File: src/rtl/bridge_arbiter.sv
`default_nettype none
// ============================================================================
// Module      : bridge_arbiter
// Description : Round-robin arbiter that shares one DRAM bridge command port
//               between N_REQ requesters. One transaction is outstanding at a
//               time. The winner's command is latched and held on the C_* port
//               until the bridge answers with c_out_valid. The result is then
//               routed back to the winner as a one-cycle resp_valid pulse.
//
// Ports       :
//   clk, rst            clock, synchronous active-high reset
//   req_valid[N]        per-requester request, held until acked
//   req_r_wb[N]         per-requester direction (1 = read, 0 = write)
//   req_addr            packed addresses, requester i at [i*ADDR_W +: ADDR_W]
//   req_data_w          packed write data, requester i at [i*DATA_W +: DATA_W]
//   req_ack[N]          one-hot 1-cycle pulse: request accepted
//   resp_valid[N]       one-hot 1-cycle pulse: transaction complete
//   resp_data           read data during the resp_valid cycle, 0 otherwise
//   c_in_valid          1-cycle command strobe to the bridge
//   c_r_wb/c_addr/
//   c_data_w            command to the bridge, held until the next grant
//   c_out_valid         completion strobe from the bridge
//   c_data_r            read data from the bridge
//   busy                high from the ack cycle to the resp cycle inclusive
//
// Optional    : define BRIDGE_ARB_PERF_CNT_EN to add the saturating counters
//               perf_txn_cnt (16 bit, completed transactions) and
//               perf_busy_cycles (32 bit, cycles with busy high).
//
// Revision    : 1.0 - initial release
// ============================================================================
module bridge_arbiter #(
  parameter int N_REQ  = 4,
  parameter int ADDR_W = 8,
  parameter int DATA_W = 64
) (
  input  logic                      clk,
  input  logic                      rst,
  input  logic [N_REQ-1:0]          req_valid,
  input  logic [N_REQ-1:0]          req_r_wb,
  input  logic [N_REQ*ADDR_W-1:0]   req_addr,
  input  logic [N_REQ*DATA_W-1:0]   req_data_w,
  output logic [N_REQ-1:0]          req_ack,
  output logic [N_REQ-1:0]          resp_valid,
  output logic [DATA_W-1:0]         resp_data,
  output logic                      c_in_valid,
  output logic                      c_r_wb,
  output logic [ADDR_W-1:0]         c_addr,
  output logic [DATA_W-1:0]         c_data_w,
  input  logic                      c_out_valid,
  input  logic [DATA_W-1:0]         c_data_r,
  output logic                      busy
`ifdef BRIDGE_ARB_PERF_CNT_EN
  ,
  output logic [15:0]               perf_txn_cnt,
  output logic [31:0]               perf_busy_cycles
`endif
);

  // Pointer width; one extra bit lets the wrap-around sum be formed without
  // overflow before it is folded back into 0..N_REQ-1.
  localparam int c_ptr_w = (N_REQ > 1) ? $clog2(N_REQ) : 1;
  localparam int c_sum_w = c_ptr_w + 1;

  typedef enum logic [1:0] {
    S_IDLE  = 2'd0,
    S_ISSUE = 2'd1,
    S_WAIT  = 2'd2,
    S_RESP  = 2'd3
  } state_t;

  // --------------------------------------------------------------------------
  // Registered state and outputs
  // --------------------------------------------------------------------------
  state_t               r_state;
  logic [c_ptr_w-1:0]   r_rr_ptr;
  logic [c_ptr_w-1:0]   r_owner;      // requester that owns the transaction
  logic [N_REQ-1:0]     r_ack;
  logic [N_REQ-1:0]     r_resp_valid;
  logic [DATA_W-1:0]    r_resp_data;
  logic                 r_c_in_valid;
  logic                 r_c_r_wb;
  logic [ADDR_W-1:0]    r_c_addr;
  logic [DATA_W-1:0]    r_c_data_w;
  logic                 r_busy;

  // --------------------------------------------------------------------------
  // Next-state values
  // --------------------------------------------------------------------------
  state_t               w_state_nxt;
  logic [c_ptr_w-1:0]   w_rr_ptr_nxt;
  logic [c_ptr_w-1:0]   w_owner_nxt;
  logic [N_REQ-1:0]     w_ack_nxt;
  logic [N_REQ-1:0]     w_resp_valid_nxt;
  logic [DATA_W-1:0]    w_resp_data_nxt;
  logic                 w_c_in_valid_nxt;
  logic                 w_c_r_wb_nxt;
  logic [ADDR_W-1:0]    w_c_addr_nxt;
  logic [DATA_W-1:0]    w_c_data_w_nxt;
  logic                 w_busy_nxt;

  // Arbitration results
  logic                 w_any_req;
  logic [c_ptr_w-1:0]   w_winner;
  logic [c_sum_w-1:0]   w_sum;
  logic [ADDR_W-1:0]    w_sel_addr;
  logic [DATA_W-1:0]    w_sel_data;
  logic                 w_sel_r_wb;

  // --------------------------------------------------------------------------
  // Round-robin search: first set request at or after r_rr_ptr, wrapping.
  // The loop runs from the farthest candidate down to the pointer itself so
  // the last hit written is the nearest one in search order.
  // --------------------------------------------------------------------------
  always_comb begin
    w_any_req = |req_valid;
    w_winner  = '0;
    w_sum     = '0;
    for (int k = N_REQ - 1; k >= 0; k--) begin
      w_sum = {1'b0, r_rr_ptr} + c_sum_w'(k);
      if (w_sum >= c_sum_w'(N_REQ)) begin
        w_sum = w_sum - c_sum_w'(N_REQ);
      end
      if (req_valid[w_sum[c_ptr_w-1:0]]) begin
        w_winner = w_sum[c_ptr_w-1:0];
      end
    end
  end

  // Winner payload, sampled only in the arbitration cycle
  always_comb begin
    w_sel_addr = req_addr[int'(w_winner) * ADDR_W +: ADDR_W];
    w_sel_data = req_data_w[int'(w_winner) * DATA_W +: DATA_W];
    w_sel_r_wb = req_r_wb[w_winner];
  end

  // --------------------------------------------------------------------------
  // FSM next-state and output logic
  // --------------------------------------------------------------------------
  always_comb begin
    w_state_nxt      = r_state;
    w_rr_ptr_nxt     = r_rr_ptr;
    w_owner_nxt      = r_owner;
    w_ack_nxt        = '0;
    w_resp_valid_nxt = '0;
    w_resp_data_nxt  = '0;
    w_c_in_valid_nxt = 1'b0;
    w_c_r_wb_nxt     = r_c_r_wb;
    w_c_addr_nxt     = r_c_addr;
    w_c_data_w_nxt   = r_c_data_w;
    w_busy_nxt       = r_busy;

    case (r_state)
      S_IDLE: begin
        w_busy_nxt = 1'b0;
        if (w_any_req) begin
          w_state_nxt    = S_ISSUE;
          w_owner_nxt    = w_winner;
          w_ack_nxt      = {{(N_REQ-1){1'b0}}, 1'b1} << w_winner;
          w_busy_nxt     = 1'b1;
          w_c_r_wb_nxt   = w_sel_r_wb;
          w_c_addr_nxt   = w_sel_addr;
          w_c_data_w_nxt = w_sel_data;
          if (w_winner == c_ptr_w'(N_REQ - 1)) begin
            w_rr_ptr_nxt = '0;
          end else begin
            w_rr_ptr_nxt = w_winner + 1'b1;
          end
        end
      end

      // The ack is visible during ISSUE; the bridge strobe follows next cycle.
      S_ISSUE: begin
        w_c_in_valid_nxt = 1'b1;
        w_state_nxt      = S_WAIT;
      end

      // Command registers are untouched here, so the bridge sees a stable
      // command for as long as it takes to answer.
      S_WAIT: begin
        if (c_out_valid) begin
          w_state_nxt      = S_RESP;
          w_resp_valid_nxt = {{(N_REQ-1){1'b0}}, 1'b1} << r_owner;
          w_resp_data_nxt  = r_c_r_wb ? c_data_r : '0;
        end
      end

      S_RESP: begin
        w_busy_nxt  = 1'b0;
        w_state_nxt = S_IDLE;
      end

      default: begin
        w_state_nxt = S_IDLE;
      end
    endcase
  end

  // --------------------------------------------------------------------------
  // State register
  // --------------------------------------------------------------------------
  always_ff @(posedge clk) begin
    if (rst) begin
      r_state      <= S_IDLE;
      r_rr_ptr     <= '0;
      r_owner      <= '0;
      r_ack        <= '0;
      r_resp_valid <= '0;
      r_resp_data  <= '0;
      r_c_in_valid <= 1'b0;
      r_c_r_wb     <= 1'b0;
      r_c_addr     <= '0;
      r_c_data_w   <= '0;
      r_busy       <= 1'b0;
    end else begin
      r_state      <= w_state_nxt;
      r_rr_ptr     <= w_rr_ptr_nxt;
      r_owner      <= w_owner_nxt;
      r_ack        <= w_ack_nxt;
      r_resp_valid <= w_resp_valid_nxt;
      r_resp_data  <= w_resp_data_nxt;
      r_c_in_valid <= w_c_in_valid_nxt;
      r_c_r_wb     <= w_c_r_wb_nxt;
      r_c_addr     <= w_c_addr_nxt;
      r_c_data_w   <= w_c_data_w_nxt;
      r_busy       <= w_busy_nxt;
    end
  end

  assign req_ack    = r_ack;
  assign resp_valid = r_resp_valid;
  assign resp_data  = r_resp_data;
  assign c_in_valid = r_c_in_valid;
  assign c_r_wb     = r_c_r_wb;
  assign c_addr     = r_c_addr;
  assign c_data_w   = r_c_data_w;
  assign busy       = r_busy;

`ifdef BRIDGE_ARB_PERF_CNT_EN
  // --------------------------------------------------------------------------
  // Saturating performance counters
  // --------------------------------------------------------------------------
  logic [15:0] r_perf_txn;
  logic [31:0] r_perf_busy;

  always_ff @(posedge clk) begin
    if (rst) begin
      r_perf_txn  <= '0;
      r_perf_busy <= '0;
    end else begin
      if ((r_state == S_RESP) && (r_perf_txn != '1)) begin
        r_perf_txn <= r_perf_txn + 16'd1;
      end
      if (r_busy && (r_perf_busy != '1)) begin
        r_perf_busy <= r_perf_busy + 32'd1;
      end
    end
  end

  assign perf_txn_cnt     = r_perf_txn;
  assign perf_busy_cycles = r_perf_busy;
`endif

endmodule
`default_nettype wire

File: config.mk
export PLATFORM = sky130hd
export DESIGN_NAME = bridge_arbiter
export DESIGN_NICKNAME = d
export VERILOG_FILES = /design/src/rtl/bridge_arbiter.sv
export SDC_FILE = /design/constraint.sdc
export NUM_CORES = 1
export LEC_CHECK = 0
export CAP_MARGIN = 20
export CORE_AREA = 4 4 196 198
export DETAILED_ROUTE_END_ITERATION = 7
export DIE_AREA = 0 0 200 202
export PLACE_DENSITY = 0.5
export SLEW_MARGIN = 15
export SYNTH_ARGS = -nofsm -noshare
export SYNTH_HDL_FRONTEND = slang
export SYNTH_SLANG_ARGS = --single-unit
export TNS_END_PERCENT = 50
File: constraint.sdc
create_clock -name clk -period 2.6 [get_ports clk]
set_input_delay 0.65 -clock clk [delete_from_list [all_inputs] [get_ports clk]]
set_output_delay 0.65 -clock clk [all_outputs]
set_load 0.02 [all_outputs]
==> impl_metrics.py <==
metrics = {
    "status": {
        "status": "finished clean",
    },
    "yosys": {
        "syn-num-nets": 1116,
        "mappedNetlistArea_um2": 7860,
        "ys_warn_count": 0,
        "synth_cell_type_count": 36,
        "syn_inst": 749,
        "postSynthAreaPerCell_um2": 10.5,
        "synth.ff_latch_count": 153,
        "ys_seq_area_frac": 0.390,
    },
    "routing": {
        "avgRoutedWirePerCell_um": 20.6,
        "postRouteAntennaNets": 0,
        "via_per_inst": 4.51,
        "drt_iter0_drc": 321,
        "routed_wl_mm": 35.9,
        "vias": 7869,
        "first_pass_iters": 6,
        "drc": 0,
    },
    "job": {
        "cap_violations": 0,
    },
    "hold_path": {
        "hold_class": "reg -> reg",
        "min_from": "c_data_w[63]",
        "whs_path_depth": 2,
        "holdPathEnd": "c_data_w[63]",
    },
    "grt": {
        "grt_max_degree": 66,
        "grt_usage": 0.170,
        "grt_pass1_wl_mm": 51.8,
        "grt_overflow": 0,
        "antenna_found_initial": 2,
        "grt_pass1_vias": 8063,
    },
    "placement": {
        "dp_hpwl_mm": 27.7,
        "post-place-ws_ps": -146,
        "gp_congestion": 0.799,
        "io_buffers": 509,
    },
    "layout": {
        "fillers": 3601,
        "drive_gt1_frac": 0.196,
        "mostFrequentLayoutCell": "clkdlybuf4s50_1",
        "fin_util": 0.398,
        "nets": 1628,
        "final_cell_mix": "clkdlybuf4s50_1 (509), dfxtp_1 (153), nor3b_1 (99)",
        "multiInputGateArea_um2": 4330,
        "seq_area_um2": 3060,
        "area_growth_pct": 84.8,
    },
    "sta": {
        "timing.final.ws_setup_ps": 308,
        "max-slew-margin-rel": 0.646,
        "min_period_ps": 2290,
        "post-route-period-util": 0.881,
        "fmax_mhz": 436,
        "drv_slew": 0,
        "rsz0062_at_grt": "false",
        "setup_viol": 0,
        "fin_skew_ps": 9.13,
        "hold_violations": 0,
        "tightest_slew_ps": 530,
    },
    "setup_path": {
        "crit_required_ps": 2930,
        "reg2reg_slack_ps": 760,
        "cp_max_fo": 18,
        "regToRegEndpoint": "c_data_w[32]",
        "arrival_ps": 2620,
        "reg2regPathDepth": 6,
        "r2r-start": "r_rr_ptr[1]",
        "crit_type": "in -> reg",
        "crit_path_end_kind": "register",
        "critPathLaunchType": "input port",
    },
    "clock_network": {
        "ctsHoldBuffers": 0,
        "max-clock-path-buffers": 2,
        "cts_inserted_buffers": 17,
        "cts_tree": "built",
        "cts_setup_buffers": 0,
        "clockRootBuffer": "clkbuf_16",
        "cts.sinks": 153,
        "clock_latency_ps": 440,
        "cts_resized": 0,
        "htree_num_levels": 4,
        "clk_pin_slew_ps": 70,
    },
    "floorplan": {
        "coreArea_um2": 36500,
        "die_h_um": 202,
        "die_area_um2": 40400,
        "design.portCount": 510,
        "rows": 70,
        "die_width_um": 200,
        "initial_core_util": 0.215,
    },
    "pwr": {
        "peakVddDrop_mv": 0.523,
        "power.leakage_nw": 5.35,
        "powerDensity_nw_per_um2": 919,
    },
}
## per-layer routing
layer | part of all wire | global-route usage | vias to the layer above
met5 | 0 | 0 | -
met3 | 0.062 | 0.0403 | 33
li1 | - | - | 3824
met1 | 0.41 | 0.207 | 3744
met2 | 0.51 | 0.295 | 268
met4 | 0.017 | 0.0500 | 0
## final cells by class
class	instances	area share
Clock inverter	15	0.0135
Sequential cell	153	0.211
Timing Repair Buffer	575	0.406
Clock buffer	17	0.0293
Inverter	2	0.000517
Antenna cell	3	0.000517
Tap cell	468	0.0403
Multi-Input combinational cell	512	0.298
## Yosys cell counts (all sizes together)
library cell  number  area share
nand2             81       0.040
and3              65       0.052
nor2              16      0.0089
inv                2     0.00096
nand2b             3      0.0024
clkbuf            44       0.021
dlygate4sd1        1      0.0011
buf               34       0.034
and3b              1      0.0011
ha                 4      0.0064
dfxtp            153        0.39
o31ai             49       0.078
mux2i             48       0.061
a21oi              5      0.0032
nor3               2      0.0013
o21ai              1     0.00064
nor3b             99       0.095
nor4               2      0.0043
nor2b              7      0.0056
dlymetal6s2s       3      0.0048
o21ba              1      0.0013
nor4b              1      0.0019
a32oi              1      0.0011
a211oi           100        0.15
o221ai            24       0.038
or2                2      0.0016
## worst max path at each step
stage / startpoint / to
after floorplan: req_valid[2] / c_data_w[42]
after global placement: req_valid[2] / c_data_w[29]
after detailed placement: req_valid[0] / c_data_w[26]
after CTS: req_valid[0] / c_data_w[31]
after global routing: req_valid[0] / c_data_w[40]
final: req_valid[0] / c_data_w[26]
## critical path, cell delays in order
cell and delay, ps:
clkdlybuf4s50_1 550, nor2b_1 300, nor4_4 70, or2_4 300
buf_12 170, buf_12 160, a211oi_1 300, o31ai_2 100
## per-stage QoR
step / instance area (um^2) / setup TNS, ps / hold slack, ps / std cells / power (mW)
global placement: 13900 / -3960 / 442 / 1710 / 10.8
detailed placement: 13900 / -4810 / 445 / 1710 / 10.8
finish: 14500 / 0 / 461 / 1745 / 13.3
global route: 14500 / 0 / 480 / 1744 / 14.1
CTS: 14500 / 0 / 464 / 1742 / 13.6
floorplan: 7860 / 0 / 434 / 749 / 7.46
## cells by family (layout without fill, tap and decap cells)
family	after synthesis	after routing	share of synthesized area
simple gates	279	279	0.213
other cells	0	3	0
mux	48	48	0.0611
compound gates	181	181	0.267
buf+inv	84	609	0.0623
flops	153	153	0.390
fa+ha+maj	4	4	0.00637
## flip-flops by register name, indices dropped and copies added (netlist names), 2 cells and up
register	cells
resp_valid	4
r_owner	2
c_addr	8
r_rr_ptr	2
c_data_w	64
req_ack	4
r_state	2
resp_data	64
## power by group
| part | switching (mW) | leakage [nW] | internal, mW |
|---|---|---|---|
| combinational | 3.83 | 3.80 | 3.49 |
| clock | 1.22 | 0.299 | 1.47 |
| sequential | 0.362 | 1.25 | 2.97 |
Power figures use the tool's default switching activity.
